### config.mk
export PLATFORM = sky130hd
export DESIGN_NAME = apb_master
export DESIGN_NICKNAME = d
export VERILOG_FILES = /design/src/rtl/apb_master.sv
export SDC_FILE = /design/constraint.sdc
export NUM_CORES = 1
export LEC_CHECK = 0
export CAP_MARGIN = 0
export CORE_MARGIN = 8
export CORE_UTILIZATION = 30
export DETAILED_ROUTE_END_ITERATION = 12
export PLACE_DENSITY_LB_ADDON = 0.08
export RECOVER_POWER = 100
export SYNTH_ARGS = -nofsm -noshare
export SYNTH_HDL_FRONTEND = slang
export SYNTH_SLANG_ARGS = --single-unit
### constraint.sdc
create_clock -name PCLK -period 3.81 [get_ports PCLK]
set_clock_uncertainty 0.05 [all_clocks]
set_input_delay 0.762 -clock PCLK [delete_from_list [all_inputs] [get_ports PCLK]]
set_output_delay 0.762 -clock PCLK [all_outputs]
set_load 0.05 [all_outputs]
### src/rtl/apb_master.sv
// apb_master -- single-outstanding APB3 master with a simple valid/ready command
// port and a one-cycle response pulse.
// Optional feature: define APB_MASTER_TIMEOUT_EN to bound the number of
// consecutive PREADY-low ACCESS cycles to TIMEOUT_CYCLES. Once that limit is
// hit, the transfer ends with rsp_err=1 and rsp_rdata=0.
// Every output is registered except cmd_ready, which is decoded from the state.
module apb_master #(
    parameter int ADDR_WIDTH     = 32,
    parameter int DATA_WIDTH     = 8,
    parameter int TIMEOUT_CYCLES = 16
) (
    input  logic                  PCLK,
    input  logic                  PRESETn,
    // local command / response port
    input  logic                  cmd_valid,
    output logic                  cmd_ready,
    input  logic                  cmd_write,
    input  logic [ADDR_WIDTH-1:0] cmd_addr,
    input  logic [DATA_WIDTH-1:0] cmd_wdata,
    output logic                  rsp_valid,
    output logic [DATA_WIDTH-1:0] rsp_rdata,
    output logic                  rsp_err,
    // APB3 master side
    output logic                  PSELx,
    output logic                  PENABLE,
    output logic                  PWRITE,
    output logic [ADDR_WIDTH-1:0] PADDR,
    output logic [DATA_WIDTH-1:0] PWDATA,
    input  logic [DATA_WIDTH-1:0] PRDATA,
    input  logic                  PREADY,
    input  logic                  PSLVERR
);

    typedef enum logic [1:0] {
        IDLE   = 2'd0,
        SETUP  = 2'd1,
        ACCESS = 2'd2
    } state_t;

    state_t                  state_r;
    state_t                  state_s;

    logic                    accept_s;
    logic                    timeout_s;
    logic                    complete_s;

    logic                    psel_s;
    logic                    penable_s;
    logic                    pwrite_s;
    logic [ADDR_WIDTH-1:0]   paddr_s;
    logic [DATA_WIDTH-1:0]   pwdata_s;
    logic                    rsp_valid_s;
    logic [DATA_WIDTH-1:0]   rsp_rdata_s;
    logic                    rsp_err_s;

    assign cmd_ready  = (state_r == IDLE);
    assign accept_s   = cmd_valid && (state_r == IDLE);
    // A real slave completion takes priority over a coincident timeout.
    assign complete_s = PSELx && PENABLE && PREADY;

`ifdef APB_MASTER_TIMEOUT_EN
    localparam int TCNT_W = (TIMEOUT_CYCLES > 1) ? $clog2(TIMEOUT_CYCLES) : 1;

    logic [TCNT_W-1:0] tcnt_r;

    // The timeout fires in the ACCESS cycle that would be the TIMEOUT_CYCLES-th wait.
    assign timeout_s = (state_r == ACCESS) && !PREADY &&
                       (tcnt_r == TCNT_W'(TIMEOUT_CYCLES - 1));

    // Count consecutive PREADY-low ACCESS cycles; clear whenever ACCESS is left.
    always_ff @(posedge PCLK or negedge PRESETn) begin
        if (!PRESETn) begin
            tcnt_r <= '0;
        end else if ((state_r == ACCESS) && !PREADY && !timeout_s) begin
            tcnt_r <= tcnt_r + TCNT_W'(1);
        end else begin
            tcnt_r <= '0;
        end
    end
`else
    // Without the timeout feature ACCESS waits for PREADY indefinitely; the
    // parameter stays on the interface so both builds share one instantiation.
    logic unused_timeout_cfg_s;
    assign unused_timeout_cfg_s = (TIMEOUT_CYCLES > 0);
    assign timeout_s            = 1'b0;
`endif

    // State register.
    always_ff @(posedge PCLK or negedge PRESETn) begin
        if (!PRESETn) begin
            state_r <= IDLE;
        end else begin
            state_r <= state_s;
        end
    end

    // Next-state decode: IDLE -> SETUP on accept, SETUP -> ACCESS always,
    // ACCESS -> IDLE on completion or timeout.
    always_comb begin
        state_s = state_r;
        case (state_r)
            IDLE: begin
                if (accept_s) begin
                    state_s = SETUP;
                end else begin
                    state_s = IDLE;
                end
            end
            SETUP: begin
                state_s = ACCESS;
            end
            ACCESS: begin
                if (complete_s || timeout_s) begin
                    state_s = IDLE;
                end else begin
                    state_s = ACCESS;
                end
            end
            default: begin
                state_s = IDLE;
            end
        endcase
    end

    // Next values of the registered outputs; address/data/direction hold when idle.
    always_comb begin
        psel_s      = PSELx;
        penable_s   = PENABLE;
        pwrite_s    = PWRITE;
        paddr_s     = PADDR;
        pwdata_s    = PWDATA;
        rsp_valid_s = 1'b0;
        rsp_rdata_s = rsp_rdata;
        rsp_err_s   = rsp_err;
        case (state_r)
            IDLE: begin
                if (accept_s) begin
                    psel_s    = 1'b1;
                    penable_s = 1'b0;
                    pwrite_s  = cmd_write;
                    paddr_s   = cmd_addr;
                    pwdata_s  = cmd_wdata;
                end else begin
                    psel_s    = 1'b0;
                    penable_s = 1'b0;
                end
            end
            SETUP: begin
                psel_s    = 1'b1;
                penable_s = 1'b1;
            end
            ACCESS: begin
                if (complete_s) begin
                    psel_s      = 1'b0;
                    penable_s   = 1'b0;
                    rsp_valid_s = 1'b1;
                    rsp_rdata_s = PWRITE ? '0 : PRDATA;
                    rsp_err_s   = PSLVERR;
                end else if (timeout_s) begin
                    psel_s      = 1'b0;
                    penable_s   = 1'b0;
                    rsp_valid_s = 1'b1;
                    rsp_rdata_s = '0;
                    rsp_err_s   = 1'b1;
                end else begin
                    psel_s    = 1'b1;
                    penable_s = 1'b1;
                end
            end
            default: begin
                psel_s    = 1'b0;
                penable_s = 1'b0;
            end
        endcase
    end

    // Output registers, all cleared by reset so an aborted transfer leaves no response.
    always_ff @(posedge PCLK or negedge PRESETn) begin
        if (!PRESETn) begin
            PSELx     <= 1'b0;
            PENABLE   <= 1'b0;
            PWRITE    <= 1'b0;
            PADDR     <= '0;
            PWDATA    <= '0;
            rsp_valid <= 1'b0;
            rsp_rdata <= '0;
            rsp_err   <= 1'b0;
        end else begin
            PSELx     <= psel_s;
            PENABLE   <= penable_s;
            PWRITE    <= pwrite_s;
            PADDR     <= paddr_s;
            PWDATA    <= pwdata_s;
            rsp_valid <= rsp_valid_s;
            rsp_rdata <= rsp_rdata_s;
            rsp_err   <= rsp_err_s;
        end
    end

endmodule

# Yosys cells after proc, flatten, opt, wreduce, memory -nomap -nowiden
# Cells that the tools add are included.
[classes]
eq_ne = 2
mux = 10
n_reduce_logical = 6
[ops]
columns = ["op", "count"]
rows = [
  ["$mux 8", 1],
  ["$pmux 2 s3", 1],
  ["$mux 1", 5],
  ["$reduce_and 2->1", 2],
  ["$logic_and 1x1->1", 3],
  ["$pmux 1 s3", 1],
  ["$eq 2x1->1 const B", 1],
  ["$eq 2x2->1 const B", 1],
  ["$logic_not 2->1", 1],
  ["$mux 2", 1],
  ["$pmux 1 s2", 1],
]
[totals]
reg_bits = 55
in_bits = 54
elab_cells = 27

# Depth between registers and ports, before layout
# Gate-level depths: netlist of run 1.
[logic_depth]
ltp_word = 4
mapped_depth = 5

# Worst setup path before layout of run 1
# No wires, ideal clock.
[synth_timing]
path_type = "register to register"
start = "register state_r[0]"
end = "register PADDR[0]"
arrival_ps = 1657
path_slack_ps = 1978
path_stages_with_launch = 6
path_buffers = 1
path_cell_list = "dfrtp_1 > inv_1 > ha_1 > nand2_4 > buf_12 > mux2_4"
[synth_between]
elab_chain_len = 3
[synth_lines]
columns = ["element", "line", "rtl"]
rows = [
  ["start: declaration", "40", "state_t state_r;"],
  ["start signal: assignment", "93", "state_r <= state_s;"],
  ["$logic_not 2->1 (*)", "n/a", ""],
  ["via cmd_ready", "16", "output logic cmd_ready,"],
  ["$logic_and 1x1->1", "57", "assign accept_s = cmd_valid && (state_r == IDLE);"],
  ["$reduce_and 2->1 (no source line) (*)", "n/a", ""],
  ["end signal: assignment", "192", "PADDR <= paddr_s;"],
  ["end: declaration", "27", "output logic [ADDR_WIDTH-1:0] PADDR,"],
]
# Mark *: on every way through the listed nets, which the timed path passes. The rest lies on a longest branch.
# A chain may end at the register's enable or synchronous reset.

# Worst setup path after layout of run 1
[layout_timing]
start = "register state_r[0]"
end = "output port cmd_ready"
[layout_between]
elab_chain_len = 1
[layout_lines]
columns = ["element", "line", "rtl"]
rows = [
  ["$logic_not 2->1", "56", "assign cmd_ready = (state_r == IDLE);"],
  ["end: declaration", "16", ""],
]
# Every way passes these cells.

==> results of run 1 <==
==> worst max-delay path: stages, from the launching register on <==
cell,delay [ns]
dfrtp_1,0.41
inv_1,0.09
ha_1,0.21
dlygate4sd3_1,0.89
==> layout make-up <==
class                           count  area, um2  share of cell area
Inverter                            3      11.26            0.003256
Tap cell                          102      127.6             0.03690
Clock buffer                        6      72.57             0.02098
Sequential cell                    55       1376              0.3980
Timing Repair Buffer              108       1072              0.3101
Multi-Input combinational cell     73      738.2              0.2135
Clock inverter                      2      60.06             0.01737
==> state kept, by name (all words and copies together) (netlist names) <==
| signal | count |
|---|---|
| rsp_err | 1 |
| state_r | 2 |
| PADDR | 32 |
| PWRITE | 1 |
| rsp_rdata | 8 |
| PWDATA | 8 |
| rsp_valid | 1 |
| PSELx | 1 |
| PENABLE | 1 |
==> path summary, 6_finish.rpt <==
path	start	end	slack, ns
max	state_r[0]	cmd_ready	1.10
min	PWDATA[0]	PWDATA[0]	0.44
max reg2reg	state_r[0]	PADDR[19]	1.78
min reg2reg	PWDATA[0]	PWDATA[0]	0.44
max in group asynchronous	PRESETn	PADDR[9]	1.69
min in group asynchronous	PRESETn	PADDR[26]	0.86
==> power groups by stage <==
stage	registers [uW]	logic [uW]	clock network (uW)
floorplan	2030	649	0
global placement	1060	2340	0
detailed placement	1050	2350	0
CTS	1050	2350	467
global route	1060	2070	492
finish	1020	1980	447
==> layer usage <==
layer | up-vias | share of wire | wire (um)
li1 | 690 | - | -
met1 | 701 | 0.43 | 2284
met2 | 53 | 0.50 | 2682
met3 | 6 | 0.050 | 268
met4 | 0 | 0.017 | 88
met5 | - | 0 | 0
==> cell usage after synthesis <==
| master | count |
|---|---|
| dfrtp_1 | 55 |
| mux2_4 | 43 |
| nor2b_1 | 8 |
| mux2_2 | 7 |
| buf_12 | 4 |
| ha_1 | 4 |
| inv_1 | 3 |
| nand2_1 | 2 |
| o21ai_0 | 2 |
| and3_1 | 1 |
| and4_4 | 1 |
| buf_6 | 1 |
| nand2_4 | 1 |
| nand2b_1 | 1 |
| nand3b_1 | 1 |
| o211ai_1 | 1 |
| or2b_1 | 1 |
==> logic make-up (layout without fill, tap and decap cells) <==
| group | Yosys count | after routing | share of synthesized area |
|---|---|---|---|
| AND/OR/NAND/NOR | 16 | 16 | 0.04525 |
| multiplexers | 50 | 50 | 0.3046 |
| flip-flops | 55 | 55 | 0.5786 |
| AO/OA/AOI/OAI | 3 | 3 | 0.007366 |
| buffers and inverters | 8 | 119 | 0.04314 |
| adder cells (fa/ha/maj) | 4 | 4 | 0.02104 |
==> metrics by stage <==
step,utilization,power (uW)
2_1_floorplan,-,2680
3_3_place_gp,0.4538,3400
3_5_place_dp,0.4538,3400
4_1_cts,0.4710,3867
5_1_grt,0.4499,3628
6_report,0.4499,3443
==> qor.txt, run 1 <==
Syn Nets: 194
CTS resizes: 0
Synth Area per Inst: 17.49 um2
Hold-fix buffers, CTS: 0
Avg WL per Cell: 15.25 um
Pre-CTS setup slack: 1.346 ns
M1 GR Usage: 0.1206
Die width: 105.0 um
Final std cells w/o fill: 349
Setup TNS: 0 ns
DRC: 0
Clock latency on the worst-skew pair: 0.30 ns
DRT antenna net count: 0
Core outline area: 7687 um2
Vias in the first global route: 1,662
Worst setup margin: 1.096 ns
Share of the synthesized area in the top cell type: 0.5786
Clock Power Share: 0.130
Gpl congestion: 0.6619
DR pass1 iterations: 2
Clk sinks: 55
Endpoint class of the critical path: primary output
Initial antenna violation count: 0
Commonest non-fill, non-tap cell in the layout: dlygate4sd3_1
Final wirelength: 5323 um
Ranking of synthesized cells by area: dfrtp_1 (58%), mux2_4 (27%), buf_12 (3.4%)
Die Span Y: 105.0 um
Sequential cell area fraction in the yosys report: 0.5786
Actual slew at the worst max-slew pin: 1.757 ns
Comb pwr share: 0.575
Grt peak-use layer: met2
Filler instances: 743
CTS clock-pin slew for the worst setup and hold paths: 0.09 ns
Via count: 1,450
Syn Std Cell Area: 2379 um2
Largest net degree at the start of global routing: 42
Layout Nets: 304
I/O Pins: 108
Final Max Slew Viols: 33
Starting DRT DRC Count: 19
Total die area: 11,030 um2
Starting density of the core: 0.3094
Crit path kind: reg2out
YS warnings: 0
Sequential share of power: 0.295
Buffers on Ports: 107
HPWL after DPL: 4016 um
Setup-failing EPs final: 0
Max Freq: 368.4 MHz
Root buf cell: clkbuf_8
Switch share: 0.4851
Global-route wire length before repair: 8866 um
GRT Residual Overflow: 0
Vias per std cell: 4.155
Layout cells sized above 1: 0.07287
CP Launch Type: flop
Max Cap Violations: 1
Post-route cell area: 3458 um2
Critical Path RT: 3.00 ns
Reg2Reg Depth: 4
CP arrival: 1.90 ns
Commonest non-fill, non-tap cells in the layout: dlygate4sd3_1 (56), dfrtp_1 (55), clkdlybuf4s50_1 (50)
Number of synthesized register bits: 55
RSZ-0062 raised after global routing: false
Rows: 32
Power Dens Cells: 995.7 nW/um2
WHS Path Cells: 1
H-Tree Depth: 2
Period Utilization, post-route: 0.7124
Max VDD drop: 0.4195 mV
Worst hold-check path type: reg2reg
Area after DPL: 3488 um2
Total GRT Usage: 0.1011
CTS tree: yes
Worst hold slack: 0.4381 ns
CP Max Fanout: 3
Failing checks: capacitance limit, slew limit
Psw: 1670 uW
Diodes inserted: 0
Setup Fix Bufs, Post-CTS: 0
Synth Instances: 136
Status: finished with violations
Dpl cells: 341
Slew headroom: -0.1716
Leak pwr: 0.001490 uW
Met3 GRT Util: 0.02887
Period minus WS final: 2.714 ns
GRT met2 Usage: 0.1665
Maximum clock path buffer count: 2
P_int: 1773 uW
Area Growth Syn to Fin: 45.40%
Final Hold Viols: 0
Synth unique cells: 17
Synth area leader: dfrtp_1
TritonCTS buffer count: 5
Power figures use the tool's default switching activity.
==> run 2: changes to the inputs <==
==> constraint.sdc (replaced) <==
create_clock -name PCLK -period 2.34 [get_ports PCLK]
set_clock_uncertainty 0.05 [all_clocks]
set_input_delay 0.468 -clock PCLK [delete_from_list [all_inputs] [get_ports PCLK]]
set_output_delay 0.468 -clock PCLK [all_outputs]
set_load 0.05 [all_outputs]
==> qor.txt, run 2 (same netlist as run 1, synthesis figures left out) <==
Slew headroom: 0.4270 (+0.5986)
Max reg flops: 32 (unchanged)
Area after DPL: 3526 um2 (+1.1%)
Area Growth Syn to Fin: 45.61%
Avg WL per Cell: 15.38 um (+0.84%)
Worst hold-check path type: in2async
Maximum clock path buffer count: 2 (unchanged)
Gpl congestion: 0.6681 (+0.94%)
DRT antenna net count: 0 (unchanged)
HPWL after DPL: 4242 um (+5.6%)
Endpoint class of the critical path: primary output
I/O Pins: 108 (unchanged)
Biggest regs: PADDR: 32 flops, PWDATA: 8 flops, rsp_rdata: 8 flops
Final wirelength: 5429 um (+2.0%)
Crit path cell chain: dlygate4sd3_1
CTS clock-pin slew for the worst setup and hold paths: 0.09 ns (about the same)
Final Max Slew Viols: 0 (-100%)
Leak pwr: 0.001506 uW (+1.0%)
Max VDD drop: 0.6385 mV (+52%)
Clock latency on the worst-skew pair: 0.29 ns (about the same)
Layout cells sized above 1: 0.09163 (+0.01876)
Filler instances: 762 (+2.6%)
Die Span Y: 105.0 um (unchanged)
DR pass1 iterations: 4 (+2)
Buffers on Ports: 107 (unchanged)
CP arrival: 1.55 ns (-0.35 ns)
Setup Fix Bufs, Post-CTS: 0 (unchanged)
Post-route cell area: 3463 um2 (+0.14%)
DRC: 0 (unchanged)
CP max-delay cell: dlygate4sd3_1
Starting density of the core: 0.3094 (unchanged)
Period Utilization, post-route: 0.8853
Clk sinks: 55 (unchanged)
CP Max Fanout: 3 (unchanged)
Root buf cell: clkbuf_8
Hold-fix buffers, CTS: 0 (unchanged)
H-Tree Depth: 2 (unchanged)
Commonest non-fill, non-tap cell in the layout: dfrtp_1
Total die area: 11,030 um2 (unchanged)
Max Cap Violations: 0 (-1)
Starting DRT DRC Count: 24 (+5)
Dpl cells: 345 (+1.2%)
CP Launch Type: flop
CTS tree: yes
Worst hold slack: 0.1983 ns (-0.2399 ns)
Crit path kind: reg2out
Diodes inserted: 0 (unchanged)
Period minus WS final: 2.072 ns
Rows: 32 (unchanged)
Total GRT Usage: 0.1029 (+0.001785)
RSZ-0062 raised after global routing: false
Critical path's top delay family: buffers and inverters
Power Dens Cells: 1607 nW/um2 (+61%)
Setup TNS: 0 ns (unchanged)
Setup-failing EPs final: 0 (unchanged)
Status: finished, final reports clean
Die width: 105.0 um (unchanged)
Biggest register: PADDR
Final std cells w/o fill: 353 (+1.1%)
Commonest non-fill, non-tap cells in the layout: dfrtp_1 (55), clkdlybuf4s50_1 (52), dlygate4sd3_1 (52)
Global-route wire length before repair: 9156 um (+3.3%)
Final Hold Viols: 0 (unchanged)
TritonCTS buffer count: 5 (unchanged)
CTS resizes: 0 (unchanged)
Initial antenna violation count: 0 (unchanged)
GRT Residual Overflow: 0 (unchanged)
Critical Path RT: 1.82 ns (-1.18 ns)
Max Freq: 482.7 MHz
Bufs and invs on worst path: 1 (-1)
Via count: 1,480 (+2.1%)
Vias in the first global route: 1,729 (+4.0%)
Core outline area: 7687 um2 (unchanged)
Actual slew at the worst max-slew pin: 0.8595 ns (-0.8978 ns)
Vias per std cell: 4.193 (+0.91%)
Layout Nets: 308 (+1.3%)
Slowest stage delay, CP: 0.89 ns (about the same)
Largest net degree at the start of global routing: 27 (-36%)
## run 2: changes by cell type in the layout (fill, tap and decap cells not counted), sizes merged
cell / before / now
clkbuf: 7 / 14
dlygate4sd3: 56 / 52
clkdlybuf4s50: 50 / 52
buf: 1 / 0
bufinv: 2 / 1
clkinv: 0 / 1
## run 2: path summary, 6_finish.rpt
check | startpoint | endpoint | slack, ns | cells past startpoint
max reg2reg | state_r[0] | PADDR[9] | 0.47 | 5
min in group PCLK | rsp_err | rsp_err | 0.44 | 1
min | PRESETn | PADDR[26] | 0.20 | 1
max | PENABLE | PENABLE | 0.27 | 1
max in group asynchronous | PRESETn | rsp_rdata[2] | 0.89 | 2
min reg2reg | rsp_err | rsp_err | 0.44 | 1
## run 2: cell type report
type                            count  area, um2  share of cell area
Tap cell                          102      127.6             0.03685
Sequential cell                    55       1376              0.3974
Timing Repair Buffer              112       1076              0.3107
Inverter                            3      11.26            0.003251
Multi-Input combinational cell     73      754.5              0.2178
Clock inverter                      2      35.03             0.01012
Clock buffer                        6      82.58             0.02384
## run 2: through the flow
stage	total power, uW	worst slack [ns]	utilization
2_1_floorplan	4364	0.5078	-
3_3_place_gp	5558	0.3526	0.4587
3_5_place_dp	5566	0.3386	0.4587
4_1_cts	6255	0.3009	0.4740
5_1_grt	5867	0.1574	0.4505
6_report	5564	0.2685	0.4505
## run 2: metal layers
| metal | vias to the layer above | wire length, um | global-route usage |
|---|---|---|---|
| met5 | - | 0 | 0 |
| met4 | 0 | 47 | 0.03058 |
| met3 | 2 | 293 | 0.03317 |
| met2 | 50 | 2781 | 0.1751 |
| met1 | 730 | 2307 | 0.1206 |
| li1 | 698 | - | - |
## run 2: report_power, final
part / total, uW / switching [uW] / internal [uW] / leakage [uW]
sequential: 1660 / 241 / 1420 / 0.000660
combinational: 3260 / 2210 / 1060 / 0.000784
clock: 643 / 296 / 347 / 0.0000612
==> RTL edit (flow settings as in run 2) <==
Change the parameter `ADDR_WIDTH` from 32 to 48.
--- a/src/rtl/apb_master.sv
+++ b/src/rtl/apb_master.sv
@@ -5,7 +5,7 @@
 // hit, the transfer ends with rsp_err=1 and rsp_rdata=0.
 // Every output is registered except cmd_ready, which is decoded from the state.
 module apb_master #(
-    parameter int ADDR_WIDTH     = 32,
+    parameter int ADDR_WIDTH     = 48,
     parameter int DATA_WIDTH     = 8,
     parameter int TIMEOUT_CYCLES = 16
 ) (
Interface: changed (resized PADDR and cmd_addr); port bits go from 108 to 140. The function was not compared with the original's and may differ.
==> RTL edit against run 2 <==
Combinational power increased by 33%; critical endpoint is now PADDR[17]; final cell count increased by 29%; sequential power increased by 27%; setup slack got worse by 29 ps; critical path type unchanged; first-iteration DRC count increased by 33%; clock power increased by 71%; area after synthesis increased by 21%; largest cell class unchanged; sequential cell count increased by 16; wire length increased by 34%; total power increased by 36%; die area increased by 17%; final area increased by 31%; utilization increased by 4.0 points.
==> RTL edit: results (changes against run 2) <==
cp_data_arrival_time_ps: 1580  # was 1550 ps
hp-class: "reg2reg"  # was in2async
clockBufferCount: 11  # was 6
drive_gt1_share_pct: 19.3  # was 9.16%
die_x_um: 114  # was 105 µm
multiInputGateArea_um2: 930  # was 754 µm²
placed_cells: 438  # was 345
area_delta_synth_final_pct: 58.6  # was 45.6%
grt_max_degree: 28  # was 27
grtUsageMet2_pct: 17.8  # was 17.5%
nMultiInputCombCells: 89  # was 73
grt_pass1_vias: 2097  # was 1729
synth.distinct_cells: 16  # was 17
ys.flop_type: "dfrtp_1"  # unchanged
cts_buffers: 9  # was 5
place_congestion: 0.685  # was 0.668
use_met3_pct: 5.81  # was 3.32%
synthesis.nets: 244  # was 194
seq_share_pct: 39.0  # was 39.7%
wl_met1_um: 2970  # was 2310 µm
syn_avg_cell_area_um2: 16.9  # was 17.5 µm²
detail_route.first_pass.iterations: 2  # was 4
final_cells: 455  # was 353
drtIter0Drc: 32  # was 24
vdd_drop_max_mv: 0.778  # was 0.639 mV
cts_sinks: 71  # was 55
buffers: 147  # was 112
insertion_delay_ps: 330  # was 290 ps
fillers: 875  # was 762
cts_max_level: 3  # was 2
clk_pin_slew_ps: 70  # was 90 ps
p_leak_uw: 0.00197  # was 0.00151 µW
hpwl_um: 5660  # was 4240 µm
dr_wl_met2_um: 3440  # was 2780 µm
grt_pass1_wl_um: 11600  # was 9160 µm
placed_area_um2: 4460  # was 3530 µm²
met1_usage_pct: 13.3  # was 12.1%
nonClkBufAreaFrac_pct: 31.7  # was 31.1%
routed_via_density: 4.20  # was 4.19
critPathMaxFanout: 2  # was 3
async_reset_ff_share_pct: 100  # unchanged
slew_headroom_pct: 34.8  # was 42.7%
port_buffers: 139  # was 107
status: "complete, no violations"  # unchanged
final_nets: 395  # was 308
top_layer: "met4"  # unchanged
clock_area_share_pct: 5.06  # was 3.40%
place_ws_ps: 346  # was 339 ps
dr_wl_met3_um: 779  # was 293 µm
postCtsHoldBufs: 1  # was 0
ys_top_cells_by_area: "dfrtp_1 (62%), mux2_4 (16%), mux2_2 (14%), ha_1 (1.7%), nor2b_1 (1.7%)"  # was dfrtp_1 (58%), mux2_4 (27%), buf_12 (3.4%), mux2_2 (3.3%), ha_1 (2.1%)
yosysSeqAreaShare_pct: 61.9  # was 57.9%
antenna_found_initial: 0  # unchanged
[RTL edit: power by group]
group | internal, µW | switching (µW)
sequential | 1840 | 267
clock | 659 | 446
combinational | 1430 | 2910
total | 3930 | 3620
[RTL edit: kinds of logic (layout without fill, tap and decap cells)]
logic type / count (synthesis) / in the layout / share of synthesized area [%]
mux: 66 / 66 / 29.8
simple gates: 16 / 16 / 3.36
fa+ha+maj: 4 / 4 / 1.74
buf+inv: 10 / 166 / 2.57
flops: 71 / 71 / 61.9
compound gates: 3 / 3 / 0.610
[RTL edit: final timing paths]
| kind | start | endpoint | slack [ps] | cells past startpoint |
|---|---|---|---|---|
| worst min-delay path | PADDR[27] | PADDR[27] | 430 | 1 |
| worst max register to register | state_r[0] | PADDR[41] | 420 | 5 |
| worst max-delay path | PADDR[17] | PADDR[17] | 240 | 1 |
| min in group asynchronous | PRESETn | PWDATA[3] | 760 | 2 |
| max in group asynchronous | PRESETn | PADDR[23] | 540 | 3 |
| worst min register to register | PADDR[27] | PADDR[27] | 430 | 1 |
